`config.mk`:
```
export PLATFORM = sky130hd
export DESIGN_NAME = hlsm_job_driver_flat
export DESIGN_NICKNAME = d
export VERILOG_FILES = /design/src/rtl/hlsm_pkg.sv /design/src/rtl/hlsm_job_driver_if.sv /design/src/rtl/hlsm_done_detect.sv /design/src/rtl/hlsm_job_driver.sv /design/src/flat_wrapper.sv
export SDC_FILE = /design/constraint.sdc
export NUM_CORES = 1
export LEC_CHECK = 0
export BUFFER_PORTS_ARGS = -buffer_cell sky130_fd_sc_hd__buf_4
export CAP_MARGIN = 20
export CORE_MARGIN = 1.5
export CORE_UTILIZATION = 47
export CTS_BUF_LIST = sky130_fd_sc_hd__clkbuf_8 sky130_fd_sc_hd__clkbuf_16
export CTS_CLUSTER_DIAMETER = 60
export DETAILED_ROUTE_END_ITERATION = 8
export GPL_TIMING_DRIVEN = 0
export PLACE_DENSITY = 0.85
export SLEW_MARGIN = 10
export SYNTH_ARGS = -nofsm -noshare
export SYNTH_HDL_FRONTEND = slang
export SYNTH_SLANG_ARGS = --single-unit
```
`constraint.sdc`:
```
create_clock -name Clk -period 3.5 [get_ports Clk]
set_input_delay 0.525 -clock Clk [delete_from_list [all_inputs] [get_ports Clk]]
set_output_delay 0.525 -clock Clk [all_outputs]
set_load 0.02 [all_outputs]
```
`src/rtl/hlsm_pkg.sv`:
```
// hlsm_pkg: shared state encoding and default sizing for HLSM driver and accelerator blocks.
package hlsm_pkg;
    typedef enum logic [1:0] {IDLE, ISSUE, WAIT, RESP} state_t;
    localparam int N_OPS_DEF   = 8;
    localparam int DW_DEF      = 8;
    localparam int LATENCY_DEF = 10;
    localparam int CW_DEF      = 16;
endpackage

```
`src/rtl/hlsm_job_driver_if.sv`:
```
// hlsm_job_driver_if: job, accelerator and result channels of the HLSM job driver.
interface hlsm_job_driver_if #(
    parameter int N_OPS = 8,
    parameter int DW    = 8,
    parameter int CW    = 16
);
    logic                InValid;
    logic                InReady;
    logic [N_OPS*DW-1:0] InOps;
    logic [DW-1:0]       InNum;
    logic                Start;
    logic [N_OPS*DW-1:0] OpBus;
    logic [DW-1:0]       Num;
    logic                Done;
    logic [DW-1:0]       Avg;
    logic                OutValid;
    logic                OutReady;
    logic [DW-1:0]       OutAvg;
    logic                OutErr;
    logic [CW-1:0]       JobCount;
    modport master (
        input  InValid, InOps, InNum, Done, Avg, OutReady,
        output InReady, Start, OpBus, Num, OutValid, OutAvg, OutErr, JobCount
    );
    modport slave (
        output InValid, InOps, InNum, Done, Avg, OutReady,
        input  InReady, Start, OpBus, Num, OutValid, OutAvg, OutErr, JobCount
    );
endinterface

```
`src/rtl/hlsm_done_detect.sv`:
```
// hlsm_done_detect: completion pulse on a Done rising edge or once LATENCY cycles have elapsed since Start.
module hlsm_done_detect #(
    parameter int LATENCY = 10
) (
    input  logic Clk,
    input  logic Rst,
    input  logic clr,
    input  logic en,
    input  logic done,
    output logic cmpl
);
    localparam int EW = $clog2(LATENCY + 1);
    logic [EW-1:0] elapsed;
    logic          done_prev;
    always_ff @(posedge Clk or posedge Rst) begin
        if (Rst) begin
            elapsed   <= '0;
            done_prev <= 1'b0;
        end else if (clr) begin
            elapsed   <= '0;
            done_prev <= done;
        end else if (en) begin
            elapsed   <= elapsed + 1'b1;
            done_prev <= done;
        end
    end
    // A sticky Done never produces an edge, so the elapsed limit is the backstop.
    assign cmpl = en && ((done && !done_prev) || elapsed == EW'(LATENCY - 1));
endmodule

```
`src/rtl/hlsm_job_driver.sv`:
```
// hlsm_job_driver: accepts operand jobs, runs one accelerator Start/Done handshake per job and returns the result.
module hlsm_job_driver
    import hlsm_pkg::*;
#(
    parameter int N_OPS   = N_OPS_DEF,
    parameter int DW      = DW_DEF,
    parameter int LATENCY = LATENCY_DEF,
    parameter int CW      = CW_DEF
) (
    input logic               Clk,
    input logic               Rst,
    hlsm_job_driver_if.master bus
);
    state_t state, state_nx;
    logic   accept, zero_div, cmpl;
    assign accept   = bus.InValid && bus.InReady;
    assign zero_div = bus.InNum == '0;
    hlsm_done_detect #(.LATENCY(LATENCY)) u_done (
        .Clk  (Clk),
        .Rst  (Rst),
        .clr  (state == ISSUE),
        .en   (state == WAIT),
        .done (bus.Done),
        .cmpl (cmpl)
    );
    always_ff @(posedge Clk or posedge Rst) begin
        if (Rst) state <= IDLE;
        else     state <= state_nx;
    end
    always_comb begin
        state_nx = state;
        case (state)
            IDLE:    state_nx = !accept ? IDLE : (zero_div ? RESP : ISSUE);
            ISSUE:   state_nx = WAIT;
            WAIT:    state_nx = cmpl ? RESP : WAIT;
            RESP:    state_nx = bus.OutReady ? IDLE : RESP;
            default: state_nx = IDLE;
        endcase
    end
    assign bus.InReady  = (state == IDLE) && !Rst;
    assign bus.Start    = state == ISSUE;
    assign bus.OutValid = state == RESP;
    always_ff @(posedge Clk or posedge Rst) begin
        if (Rst) begin
            bus.OpBus    <= '0;
            bus.Num      <= '0;
            bus.OutAvg   <= '0;
            bus.OutErr   <= 1'b0;
            bus.JobCount <= '0;
        end else begin
            if (accept) begin
                bus.OpBus  <= bus.InOps;
                bus.Num    <= bus.InNum;
                bus.OutErr <= zero_div;
                if (zero_div) bus.OutAvg <= '0;
            end
            if (state == WAIT && cmpl) bus.OutAvg <= bus.Avg;
            if (state == RESP && bus.OutReady) bus.JobCount <= bus.JobCount + 1'b1;
        end
    end
endmodule

```
`src/flat_wrapper.sv`:
```
// flat-port wrapper written by rule: the top's interface ports become plain ports
module hlsm_job_driver_flat import hlsm_pkg::*;
#(
    parameter int N_OPS   = N_OPS_DEF,
    parameter int DW      = DW_DEF,
    parameter int LATENCY = LATENCY_DEF,
    parameter int CW      = CW_DEF
)
  (Clk, Rst, bus_InValid, bus_InOps, bus_InNum, bus_Done, bus_Avg, bus_OutReady, bus_InReady, bus_Start, bus_OpBus, bus_Num, bus_OutValid, bus_OutAvg, bus_OutErr, bus_JobCount);
  hlsm_job_driver_if #(.N_OPS(N_OPS), .DW(DW), .CW(CW)) bus_i ();
  input logic Clk;
  input logic Rst;
  input wire logic [$bits(bus_i.InValid)-1:0] bus_InValid;
  input wire logic [$bits(bus_i.InOps)-1:0] bus_InOps;
  input wire logic [$bits(bus_i.InNum)-1:0] bus_InNum;
  input wire logic [$bits(bus_i.Done)-1:0] bus_Done;
  input wire logic [$bits(bus_i.Avg)-1:0] bus_Avg;
  input wire logic [$bits(bus_i.OutReady)-1:0] bus_OutReady;
  output wire logic [$bits(bus_i.InReady)-1:0] bus_InReady;
  output wire logic [$bits(bus_i.Start)-1:0] bus_Start;
  output wire logic [$bits(bus_i.OpBus)-1:0] bus_OpBus;
  output wire logic [$bits(bus_i.Num)-1:0] bus_Num;
  output wire logic [$bits(bus_i.OutValid)-1:0] bus_OutValid;
  output wire logic [$bits(bus_i.OutAvg)-1:0] bus_OutAvg;
  output wire logic [$bits(bus_i.OutErr)-1:0] bus_OutErr;
  output wire logic [$bits(bus_i.JobCount)-1:0] bus_JobCount;
  assign bus_i.InValid = bus_InValid;
  assign bus_i.InOps = bus_InOps;
  assign bus_i.InNum = bus_InNum;
  assign bus_i.Done = bus_Done;
  assign bus_i.Avg = bus_Avg;
  assign bus_i.OutReady = bus_OutReady;
  assign bus_InReady = bus_i.InReady;
  assign bus_Start = bus_i.Start;
  assign bus_OpBus = bus_i.OpBus;
  assign bus_Num = bus_i.Num;
  assign bus_OutValid = bus_i.OutValid;
  assign bus_OutAvg = bus_i.OutAvg;
  assign bus_OutErr = bus_i.OutErr;
  assign bus_JobCount = bus_i.JobCount;
  hlsm_job_driver #(.N_OPS(N_OPS), .DW(DW), .LATENCY(LATENCY), .CW(CW)) u_core (.Clk(Clk), .Rst(Rst), .bus(bus_i));
endmodule
```
==> impl_metrics.env <==
export IMPL_nets=714
export IMPL_final_setup_viol_count=0
export IMPL_internal_power_uw=3030
export IMPL_cts_root_buffer="clkbuf_8"
export IMPL_cts_sinks=104
export IMPL_syn_avg_cell_area_um2=9.94
export IMPL_core_um2=8720
export IMPL_nFillCells=670
export IMPL_die_w_um=97.8
export IMPL_met3WireLength_um=631
export IMPL_rr_worst_depth=8
export IMPL_clkPwrFrac=0.148
export IMPL_status="finished, final reports clean"
export IMPL_worstPathRequired_ps=2970
export IMPL_timing_rr_start="u_core.state[0]"
export IMPL_postCtsSetupBuffers=0
export IMPL_cts_made_buffers=9
export IMPL_start_util=0.485
export IMPL_synth_cell_area_um2=4230
export IMPL_hp_class="input port to asynchronous set/reset pin"
export IMPL_p_total_uw=5080
export IMPL_relSlewSlack=0.601
export IMPL_drt_initial_drc_count=91
export IMPL_ant_nets=0
export IMPL_firstDrtPassIters=4
export IMPL_cts_hold_buf=0
export IMPL_start_kind="flop"
export IMPL_irDropWorstVdd_mv=0.450
export IMPL_pwr_share_comb=0.455
export IMPL_endpoint_kind="primary output"
export IMPL_worst_ep_arrival_time_ps=1370
export IMPL_cap_viol_max_count=0
export IMPL_ys_seq_area_frac=0.616
export IMPL_final_cell_mix="223 x nand2_1, 193 x buf_4, 104 x dfrtp_1"
export IMPL_crit_slowest_cell="dfrtp_1"
export IMPL_synth_top_area_frac=0.616
export IMPL_drt_total_wl_mm=10.6
export IMPL_cts_tree="done"
export IMPL_fp_row_count=34
export IMPL_portBuffers=184
export IMPL_yosysUniqueCellTypes=37
export IMPL_ys_warn_count=0
export IMPL_switching_share=0.403
export IMPL_n_antenna_cell=0
export IMPL_netlist_top_cells_area="dfrtp_1 62%, nand2_1 20%, xnor2_1 2.5%, ha_1 2.4%, a22o_1 1.7%"
export IMPL_p_per_area_nw_per_um2=851
export IMPL_grt_overflow=0
export IMPL_vias=3587
export IMPL_cts_resized_gates=0
export IMPL_finalWorstSetupSlack_ps=1600
export IMPL_grt_max_degree=59
export IMPL_p_sw_uw=2050
export IMPL_grt_pass1_wl_mm=17.3
export IMPL_die_area_um2=9570
export IMPL_skew_ps=13.9
export IMPL_gp_congestion=0.788
export IMPL_clk_pin_slew_ps=100
export IMPL_slowest_delay_ps=420
export IMPL_wl_met2_mm=5.52
export IMPL_cts_path_max_buffers=2
export IMPL_grt_use_total=0.223
export IMPL_dp_hpwl_mm=7.99
export IMPL_dpl_worst_slack_ps=1770
export IMPL_clk_latency_ps=350
export IMPL_cts_htree_levels=3
export IMPL_antenna_found_initial=0
export IMPL_via_per_inst=4.89
export IMPL_drcViolationCount=0
export IMPL_grt_setup_unrepaired="no"
export IMPL_finalHoldViolCount=0
export IMPL_critPathKind="flop to primary output"
export IMPL_yosys_area_top_type="dfrtp_1"
export IMPL_period_needed_ps=1900
export IMPL_drive_above_1_share=0.361
export IMPL_wl_met1_mm=4.27
export IMPL_worst_pin_slew_ps=598
export IMPL_grt_pass1_vias=3684
export IMPL_netlist_instances=425
export IMPL_period_share=0.543
export IMPL_r2r_end="u_core.bus.OpBus[53]"
export IMPL_fin_hold_ws_ps=267
export IMPL_wl_per_cell_um=14.4
export IMPL_slew_violations=0
export IMPL_area_growth_pct=41.3
export IMPL_power_frac_seq=0.397
export IMPL_synthesis_nets=518
export IMPL_die_h_um=97.8
export IMPL_worstPathCellList="inv_1 -> ha_1 -> nor2b_2 -> buf_4"
export IMPL_cp_max_fo=3
export IMPL_ios=185
export IMPL_rrSetupSlack_ps=1740
export IMPL_layout_commonest_cell="nand2_1"
export IMPL_p_leak_uw=0.00332
export IMPL_max_freq_ghz=0.526
export IMPL_dr_max_layer_used="met4"
export IMPL_synth_seq_cells=104
[registers in the layout (all words and copies together), names as in the netlist]
name,flops
u_core.bus.OpBus,64
u_core.bus.JobCount,16
u_core.bus.OutAvg,8
u_core.u_done.done_prev,1
u_core.bus.OutErr,1
u_core.u_done.elapsed,4
u_core.bus.Num,8
u_core.state,2
[worst max path at each step]
| stage | start | to |
|---|---|---|
| 3_5_place_dp | u_core.state[0] | u_core.bus.OpBus[62] |
| 2_1_floorplan | Rst | u_core.bus.JobCount[0] |
| 3_3_place_gp | Rst | u_core.bus.OpBus[40] |
| 4_1_cts | u_core.state[0] | bus_InReady |
| 6_report | u_core.state[0] | bus_InReady |
| 5_1_grt | u_core.state[0] | bus_InReady |
[cells in the mapped netlist (all sizes together)]
| cell type | instances |
|---|---|
| xnor2 | 12 |
| a21boi | 1 |
| o31ai | 1 |
| nand3b | 1 |
| nor4 | 3 |
| mux2 | 2 |
| and4 | 3 |
| ha | 8 |
| nand2b | 3 |
| nor2b | 2 |
| a31oi | 2 |
| nand3 | 8 |
| mux2i | 1 |
| or3 | 2 |
| and2 | 1 |
| dfrtp | 104 |
| nor2 | 1 |
| o21ai | 4 |
| xor2 | 3 |
| nor3 | 3 |
| a21oi | 2 |
| buf | 10 |
| and3 | 1 |
| inv | 7 |
| nand4 | 2 |
| nand2 | 224 |
| clkbuf | 6 |
| a22o | 8 |
[worst max-delay path: cells and delay by family (launching register included)]
family | cells | cell delay (ps)
simple gates | 1 | 180
flops | 1 | 420
buf+inv | 2 | 280
fa+ha+maj | 1 | 160
[metrics by stage]
stage | area [um^2] | cells | setup TNS (ps) | utilization
floorplan | 4230 | 425 | 0 | -
global placement | 5740 | 717 | -91260 | 0.658
detailed placement | 5770 | 718 | 0 | 0.662
CTS | 5970 | 734 | 0 | 0.685
global route | 5970 | 734 | 0 | 0.685
finish | 5970 | 734 | 0 | 0.685
[logic make-up after synthesis]
logic type,synth area share
adder cells (fa/ha/maj),0.0237
AND/OR/NAND/NOR,0.256
XOR/XNOR,0.0311
buffers and inverters,0.0287
AO/OA/AOI/OAI,0.0364
flip-flops,0.616
multiplexers,0.00770
[per-layer routing]
metal,global-route usage,vias to the layer above
li1,-,1719
met4,0.0824,0
met5,0,-
met1,0.267,1728
met2,0.390,122
met3,0.0573,18
[power groups by stage]
stage	clock network [uW]	logic, uW	registers, uW
detailed placement	0	2330	2030
finish	752	2310	2020
floorplan	0	721	2550
global route	820	2490	2080
global placement	0	2250	2000
CTS	768	2330	2010
[layout make-up]
cell class	instances	area, um^2	area share
plain buffers	16	95.1	0.0159
clock buffers	10	138	0.0231
clock inverters	6	60.1	0.0101
inverters	7	28.8	0.00482
multi-input cells	298	1500	0.252
flip-flops and latches	104	2600	0.436
well taps	108	135	0.0226
repair buffers	185	1410	0.236
Note: power is estimated with default switching activity, not from simulation.
